## src/rtl/multiplicador_if.sv

```systemverilog
// Operand/result handshake between the control unit and the MULT datapath.
// Build option MULT_UNSIGNED_EN adds the multU unsigned-select signal.
interface multiplicador_if #(
   parameter int N_BITS = 32
);
   logic              multOp;
   logic [N_BITS-1:0] multiplicand;
   logic [N_BITS-1:0] multiplier;
   logic [N_BITS-1:0] mult_hi;
   logic [N_BITS-1:0] mult_lo;
   logic              mult_busy;
   logic              mult_done;
`ifdef MULT_UNSIGNED_EN
   logic              multU;
`endif

   modport master (
`ifdef MULT_UNSIGNED_EN
      output multU,
`endif
      output multOp, multiplicand, multiplier,
      input  mult_hi, mult_lo, mult_busy, mult_done
   );

   modport slave (
`ifdef MULT_UNSIGNED_EN
      input  multU,
`endif
      input  multOp, multiplicand, multiplier,
      output mult_hi, mult_lo, mult_busy, mult_done
   );
endinterface

```

## src/rtl/multiplicador.sv

```systemverilog
// Iterative N_BITS x N_BITS -> 2*N_BITS radix-2 Booth multiplier, one step per clock.
// Build option MULT_UNSIGNED_EN adds an unsigned shift-add mode selected by multU.
module multiplicador #(
   parameter int N_BITS = 32
) (
   input  logic           clk,
   input  logic           reset,
   multiplicador_if.slave bus
);
   localparam int CW = $clog2(N_BITS);

   typedef enum logic [1:0] {
      IDLE = 2'd0,
      RUN  = 2'd1,
      DONE = 2'd2
   } state_t;

   state_t            state_q, state_d;
   logic [N_BITS-1:0] m_q, m_d;
   logic [N_BITS-1:0] q_q, q_d;
   logic [N_BITS-1:0] hi_q, hi_d;
   logic [N_BITS-1:0] lo_q, lo_d;
   logic [N_BITS:0]   a_q, a_d;
   logic [N_BITS:0]   m_ext_s;
   logic [N_BITS:0]   sum_s;
   logic              shift_msb_s;
   logic              qm1_q, qm1_d;
   logic              busy_q, busy_d;
   logic              done_q, done_d;
   logic [CW-1:0]     count_q, count_d;
`ifdef MULT_UNSIGNED_EN
   logic              u_q, u_d;
`endif

   // One add/subtract step; A is one bit wider so subtracting the most negative M cannot overflow.
   always_comb begin
      m_ext_s = {m_q[N_BITS-1], m_q};
      case ({q_q[0], qm1_q})
         2'b01:   sum_s = a_q + m_ext_s;
         2'b10:   sum_s = a_q - m_ext_s;
         default: sum_s = a_q;
      endcase
      shift_msb_s = sum_s[N_BITS];
`ifdef MULT_UNSIGNED_EN
      if (u_q) begin
         m_ext_s     = {1'b0, m_q};
         sum_s       = q_q[0] ? (a_q + m_ext_s) : a_q;
         shift_msb_s = 1'b0;
      end else begin
         shift_msb_s = sum_s[N_BITS];
      end
`endif
   end

   // Sequencing and next values of all datapath registers.
   always_comb begin
      state_d = state_q;
      m_d     = m_q;
      q_d     = q_q;
      a_d     = a_q;
      qm1_d   = qm1_q;
      count_d = count_q;
      hi_d    = hi_q;
      lo_d    = lo_q;
      done_d  = 1'b0;
`ifdef MULT_UNSIGNED_EN
      u_d     = u_q;
`endif
      case (state_q)
         IDLE: begin
            if (bus.multOp) begin
               m_d     = bus.multiplicand;
               q_d     = bus.multiplier;
               a_d     = {(N_BITS+1){1'b0}};
               qm1_d   = 1'b0;
               count_d = CW'(N_BITS - 1);
`ifdef MULT_UNSIGNED_EN
               u_d     = bus.multU;
`endif
               state_d = RUN;
            end else begin
               state_d = IDLE;
            end
         end
         RUN: begin
            a_d   = {shift_msb_s, sum_s[N_BITS:1]};
            q_d   = {sum_s[0], q_q[N_BITS-1:1]};
            qm1_d = q_q[0];
            if (count_q == {CW{1'b0}}) begin
               state_d = DONE;
            end else begin
               count_d = count_q - CW'(1);
            end
         end
         DONE: begin
            hi_d    = a_q[N_BITS-1:0];
            lo_d    = q_q;
            done_d  = 1'b1;
            state_d = IDLE;
         end
         default: begin
            state_d = IDLE;
         end
      endcase
      busy_d = (state_d == RUN);
   end

   // State and datapath registers with synchronous active-low reset.
   always_ff @(posedge clk) begin
      if (!reset) begin
         state_q <= IDLE;
         m_q     <= {N_BITS{1'b0}};
         q_q     <= {N_BITS{1'b0}};
         a_q     <= {(N_BITS+1){1'b0}};
         qm1_q   <= 1'b0;
         count_q <= {CW{1'b0}};
         hi_q    <= {N_BITS{1'b0}};
         lo_q    <= {N_BITS{1'b0}};
         busy_q  <= 1'b0;
         done_q  <= 1'b0;
`ifdef MULT_UNSIGNED_EN
         u_q     <= 1'b0;
`endif
      end else begin
         state_q <= state_d;
         m_q     <= m_d;
         q_q     <= q_d;
         a_q     <= a_d;
         qm1_q   <= qm1_d;
         count_q <= count_d;
         hi_q    <= hi_d;
         lo_q    <= lo_d;
         busy_q  <= busy_d;
         done_q  <= done_d;
`ifdef MULT_UNSIGNED_EN
         u_q     <= u_d;
`endif
      end
   end

   assign bus.mult_hi   = hi_q;
   assign bus.mult_lo   = lo_q;
   assign bus.mult_busy = busy_q;
   assign bus.mult_done = done_q;
endmodule
```

## src/flat_wrapper.sv

```systemverilog
// flat-port wrapper written by rule: the top's interface ports become plain ports
module multiplicador_flat 
#(
   parameter int N_BITS = 32
)
  (clk, reset, bus_multOp, bus_multiplicand, bus_multiplier, bus_mult_hi, bus_mult_lo, bus_mult_busy, bus_mult_done);
  multiplicador_if #(.N_BITS(N_BITS)) bus_i ();
  input  logic clk;
  input  logic reset;
  input wire logic [$bits(bus_i.multOp)-1:0] bus_multOp;
  input wire logic [$bits(bus_i.multiplicand)-1:0] bus_multiplicand;
  input wire logic [$bits(bus_i.multiplier)-1:0] bus_multiplier;
  output wire logic [$bits(bus_i.mult_hi)-1:0] bus_mult_hi;
  output wire logic [$bits(bus_i.mult_lo)-1:0] bus_mult_lo;
  output wire logic [$bits(bus_i.mult_busy)-1:0] bus_mult_busy;
  output wire logic [$bits(bus_i.mult_done)-1:0] bus_mult_done;
  assign bus_i.multOp = bus_multOp;
  assign bus_i.multiplicand = bus_multiplicand;
  assign bus_i.multiplier = bus_multiplier;
  assign bus_mult_hi = bus_i.mult_hi;
  assign bus_mult_lo = bus_i.mult_lo;
  assign bus_mult_busy = bus_i.mult_busy;
  assign bus_mult_done = bus_i.mult_done;
  multiplicador #(.N_BITS(N_BITS)) u_core (.clk(clk), .reset(reset), .bus(bus_i));
endmodule
```

## config.mk

```make
export PLATFORM = sky130hd
export DESIGN_NAME = multiplicador_flat
export DESIGN_NICKNAME = d
export VERILOG_FILES = /design/src/rtl/multiplicador_if.sv /design/src/rtl/multiplicador.sv /design/src/flat_wrapper.sv
export SDC_FILE = /design/constraint.sdc
export NUM_CORES = 1
export LEC_CHECK = 0
export ABC_AREA = 1
export BUFFER_PORTS_ARGS = -buffer_cell sky130_fd_sc_hd__buf_2
export CAP_MARGIN = 0
export CORE_AREA = 2 2 108 189
export CTS_CLUSTER_SIZE = 10
export DETAILED_ROUTE_END_ITERATION = 8
export DIE_AREA = 0 0 110 191
export PLACE_DENSITY = 0.83
export SETUP_SLACK_MARGIN = 0.1
export SYNTH_ARGS = -nofsm -noshare
export SYNTH_HDL_FRONTEND = slang
export SYNTH_SLANG_ARGS = --single-unit
```

## constraint.sdc

```tcl
create_clock -name clk -period 7 [get_ports clk]
set_input_delay 0.35 -clock clk [delete_from_list [all_inputs] [get_ports clk]]
set_output_delay 0.35 -clock clk [all_outputs]
set_load 0.05 [all_outputs]
```

==> summary.txt <==
Detailed routing
  – Iteration count of the initial detailed-routing pass: 5
  – Wire length on met2: 14.6 mm
  – Initial drt markers: 487
  – Met3 wire len: around 1.3 mm
  – Routed vias: 9,954
  – Drt drc: 0
  – Top routing layer in use: met4
  – Detailed Route WL: 27.9 mm
  – DRT antenna net count: 0
  – Met1 WL: between 10 and 15 mm
  – Via density per instance: 5.30
  – Wire per inst: 14.9 um

Die
  – Ports: 133
  – Core ar.: between 0.015 and 0.02 mm2
  – Initial Utilization: 50.4%
  – Row count: 68
  – Chip height: 191 um
  – Horiz. Die Dim: 110 um
  – DIE AREA: 0.0210 mm2

Worst setup path
  – Slowest stage delay, CP: 510 ps
  – Crit. End Element: register
  – CP max FO: 21
  – CP Cell Sequence: inv_1, ha_1, buf_4, inv_1, nand2_4, o21ai_0, xor2_1, inv_1, ha_1, nand2_1, inv_1, a21oi_1, nor2_1, nor2_1, nand2_1, nand2_1, nand3_1, nand2_1, a21oi_2
  – Crit path max-delay family: buffers and inverters
  – FF-to-FF path depth: 19
  – Crit-path slowest cell: inv_1
  – CP bufs+invs: 5
  – Critical Path Source Type: register
  – Critical path arrival: 3740 ps
  – Worst Path Required: 7310 ps
  – WS Path Type: reg2reg
  – Worst path depth: 19

Layout
  – Fin nets: ~1,700
  – Layout cells sized above 1: 14.3%
  – Final instance area: about 0.011 mm2
  – Fillers: 1,833
  – Synth-to-Final Area Change: 14.1%
  – Antenna cells: 0
  – Sequential cell area: 0.00340 mm2
  – Multi-input gate area: 0.00537 mm2

Yosys
  – Top post-synthesis cells by area: dfxtp_1, nand2_1, inv_1, o21ai_0, nor2_1
  – Synth Instances: roughly 1,500
  – Number of enable flip-flop cells after synthesis: 0
  – Synthesis warning total: 0
  – Count leader, synth: nand2_1
  – Post-Syn Nets: approximately 1,600
  – Mean Syn Cell Area: 6.43 um2
  – Synth top area share: a little over a third
  – Distinct cells, synth: 40
  – Mapped Area: 0.00982 mm2
  – Synth area leader: dfxtp_1
  – Commonest cells in the netlist: nand2_1, inv_1, nor2_1
  – Synthesized flop and latch total: between 150 and 200
  – Sequential fraction of the synthesis area: 34.7%
  – Ys async rst share: 0%
  – Synth Flop Type: dfxtp_1

Status
  – Status: finished, final reports clean

Global routing
  – Gr ovfl total: 0
  – GRT Overall Usage: 27.3%
  – First-pass GRT wire length: 45.0 mm
  – Initial antenna violation count: 0
  – Vias in the first global route: 9,555
  – Largest net degree at the start of global routing: 130

STA
  – Worst setup margin: roughly 3600 ps
  – Hold Vio Cnt, Final: 0
  – Final setup vio count: 0
  – Post-layout min period: 3420 ps
  – Final Cycle Share: about half
  – RSZ-0062 raised after global routing: false
  – FMAX: a little under 0.3 GHz
  – Max Slew Vio Count: 0
  – Max-slew headroom: 22.8%
  – Worst slew pin tran: between 1000 and 1500 ps
  – Final setup skew: 14.1 ps
  – Setup TNS: 0 ps

Placed design
  – Pre-CTS setup slack: 3640 ps
  – Gp weighted congestion: 1.02
  – Post-DP HPWL: 20.3 mm
  – Placed Area: 0.0106 mm2
  – IO Port Bufs: 132

Hold path
  – Hold Crit Depth: 3
  – Tightest Hold Check Type: in2reg

Pwr
  – VDD IR max: ~200 uV
  – Power per cell area: 260 mW/mm2
  – Leak: 0.00573 uW

CTS
  – Post-CTS setup buffers: 0
  – CTS hold repair buffers: 0
  – Maximum clock path buffer count: 2
  – CTS tree: done
  – Clk slew on worst S/H paths: 80 ps
  – # resized after CTS: 0
  – Clk_lat worst skew: 440 ps
  – Cts bufs inserted: 17
  – Root Buffer: clkbuf_16
  – H-tree depth: 4
  – # clock sinks: 170

Flow run
  – Maxcap violations: 0
-- cells by family after synthesis --
kind of cell	Yosys count	synth area share (%)
and+or+nand+nor	677	28.6
AOI/OAI and AO/OA	332	18.1
buffers and inverters	275	10.7
DFF	170	34.7
xor gates and xnor gates	37	3.30
adders and majority gates	36	4.66
-- metrics by stage --
step	utilization, %	cells	power [uW]	hold WS, ps
floorplan	-	1527	1720	440
global placement	54.3	1845	1910	453
detailed placement	54.3	1845	1920	460
CTS	57.5	1877	2920	121
global route	57.5	1877	3060	133
finish	57.5	1877	2920	132
-- sequential cells by signal, indices dropped and copies added (netlist names) --
name and count:
u_core.a_q 32, u_core.bus.mult_hi 32, u_core.bus.mult_lo 32, u_core.m_q 32
u_core.q_q 32, u_core.count_q 5, u_core.state_q 2, u_core.bus.mult_busy 1
u_core.bus.mult_done 1, u_core.qm1_q 1
-- report_power, final --
group	leakage (uW)	internal (uW)	switching, uW
combinational	0.00404	250	561
clock	0.000300	566	433
sequential	0.00139	1040	61.7
total	0.00573	1860	1060
-- layout make-up --
cell class | instances | area share (%)
Clock buffer | 20 | 4.17
Clock inverter | 12 | 1.36
Inverter | 209 | 7.00
Multi-Input combinational cell | 1082 | 48.0
Sequential cell | 170 | 30.4
Tap cell | 245 | 2.74
Timing Repair Buffer | 139 | 6.39
-- worst register-to-register path: stages, from the launching register on --
cell	delay [ps]
dfxtp_1	330
inv_1	50
ha_1	180
buf_4	190
inv_1	520
nand2_4	160
o21ai_0	140
xor2_1	210
inv_1	90
ha_1	340
nand2_1	140
inv_1	60
a21oi_1	230
nor2_1	90
nor2_1	160
nand2_1	80
nand2_1	50
nand3_1	80
nand2_1	130
a21oi_2	60
-- cell usage in the layout (no fill, tap or decap), types with 4 or more instances in the layout --
cell type	instances
nor2_2	9
buf_2	131
o211ai_1	7
inv_2	10
inv_1	198
a21oi_1	120
a31oi_1	32
xnor2_1	5
xor2_1	32
nand2_1	374
nand2_2	22
nand4_1	4
nand3_2	5
dfxtp_1	170
nand3b_1	4
buf_4	8
ha_1	35
nor2_1	192
nor3_1	7
o21ai_1	8
a21oi_2	8
clkbuf_16	17
nand3_1	46
o21ai_0	149
-- final timing paths --
| kind | slack (ps) | start | end |
|---|---|---|---|
| max | 3580 | u_core.qm1_q | u_core.a_q[23] |
| min | 130 | bus_multiplicand[14] | u_core.m_q[14] |
| max reg2reg | 3580 | u_core.qm1_q | u_core.a_q[23] |
| min reg2reg | 470 | u_core.qm1_q | u_core.qm1_q |
-- routing by layer --
layer / GRT usage [%] / vias up
met1: 29.2 / 4534
met3: 4.19 / 90
met4: 16.3 / 0
met2: 48.9 / 289
met5: 0 / -
li1: - / 5041
Note: power is estimated with default switching activity, not from simulation.
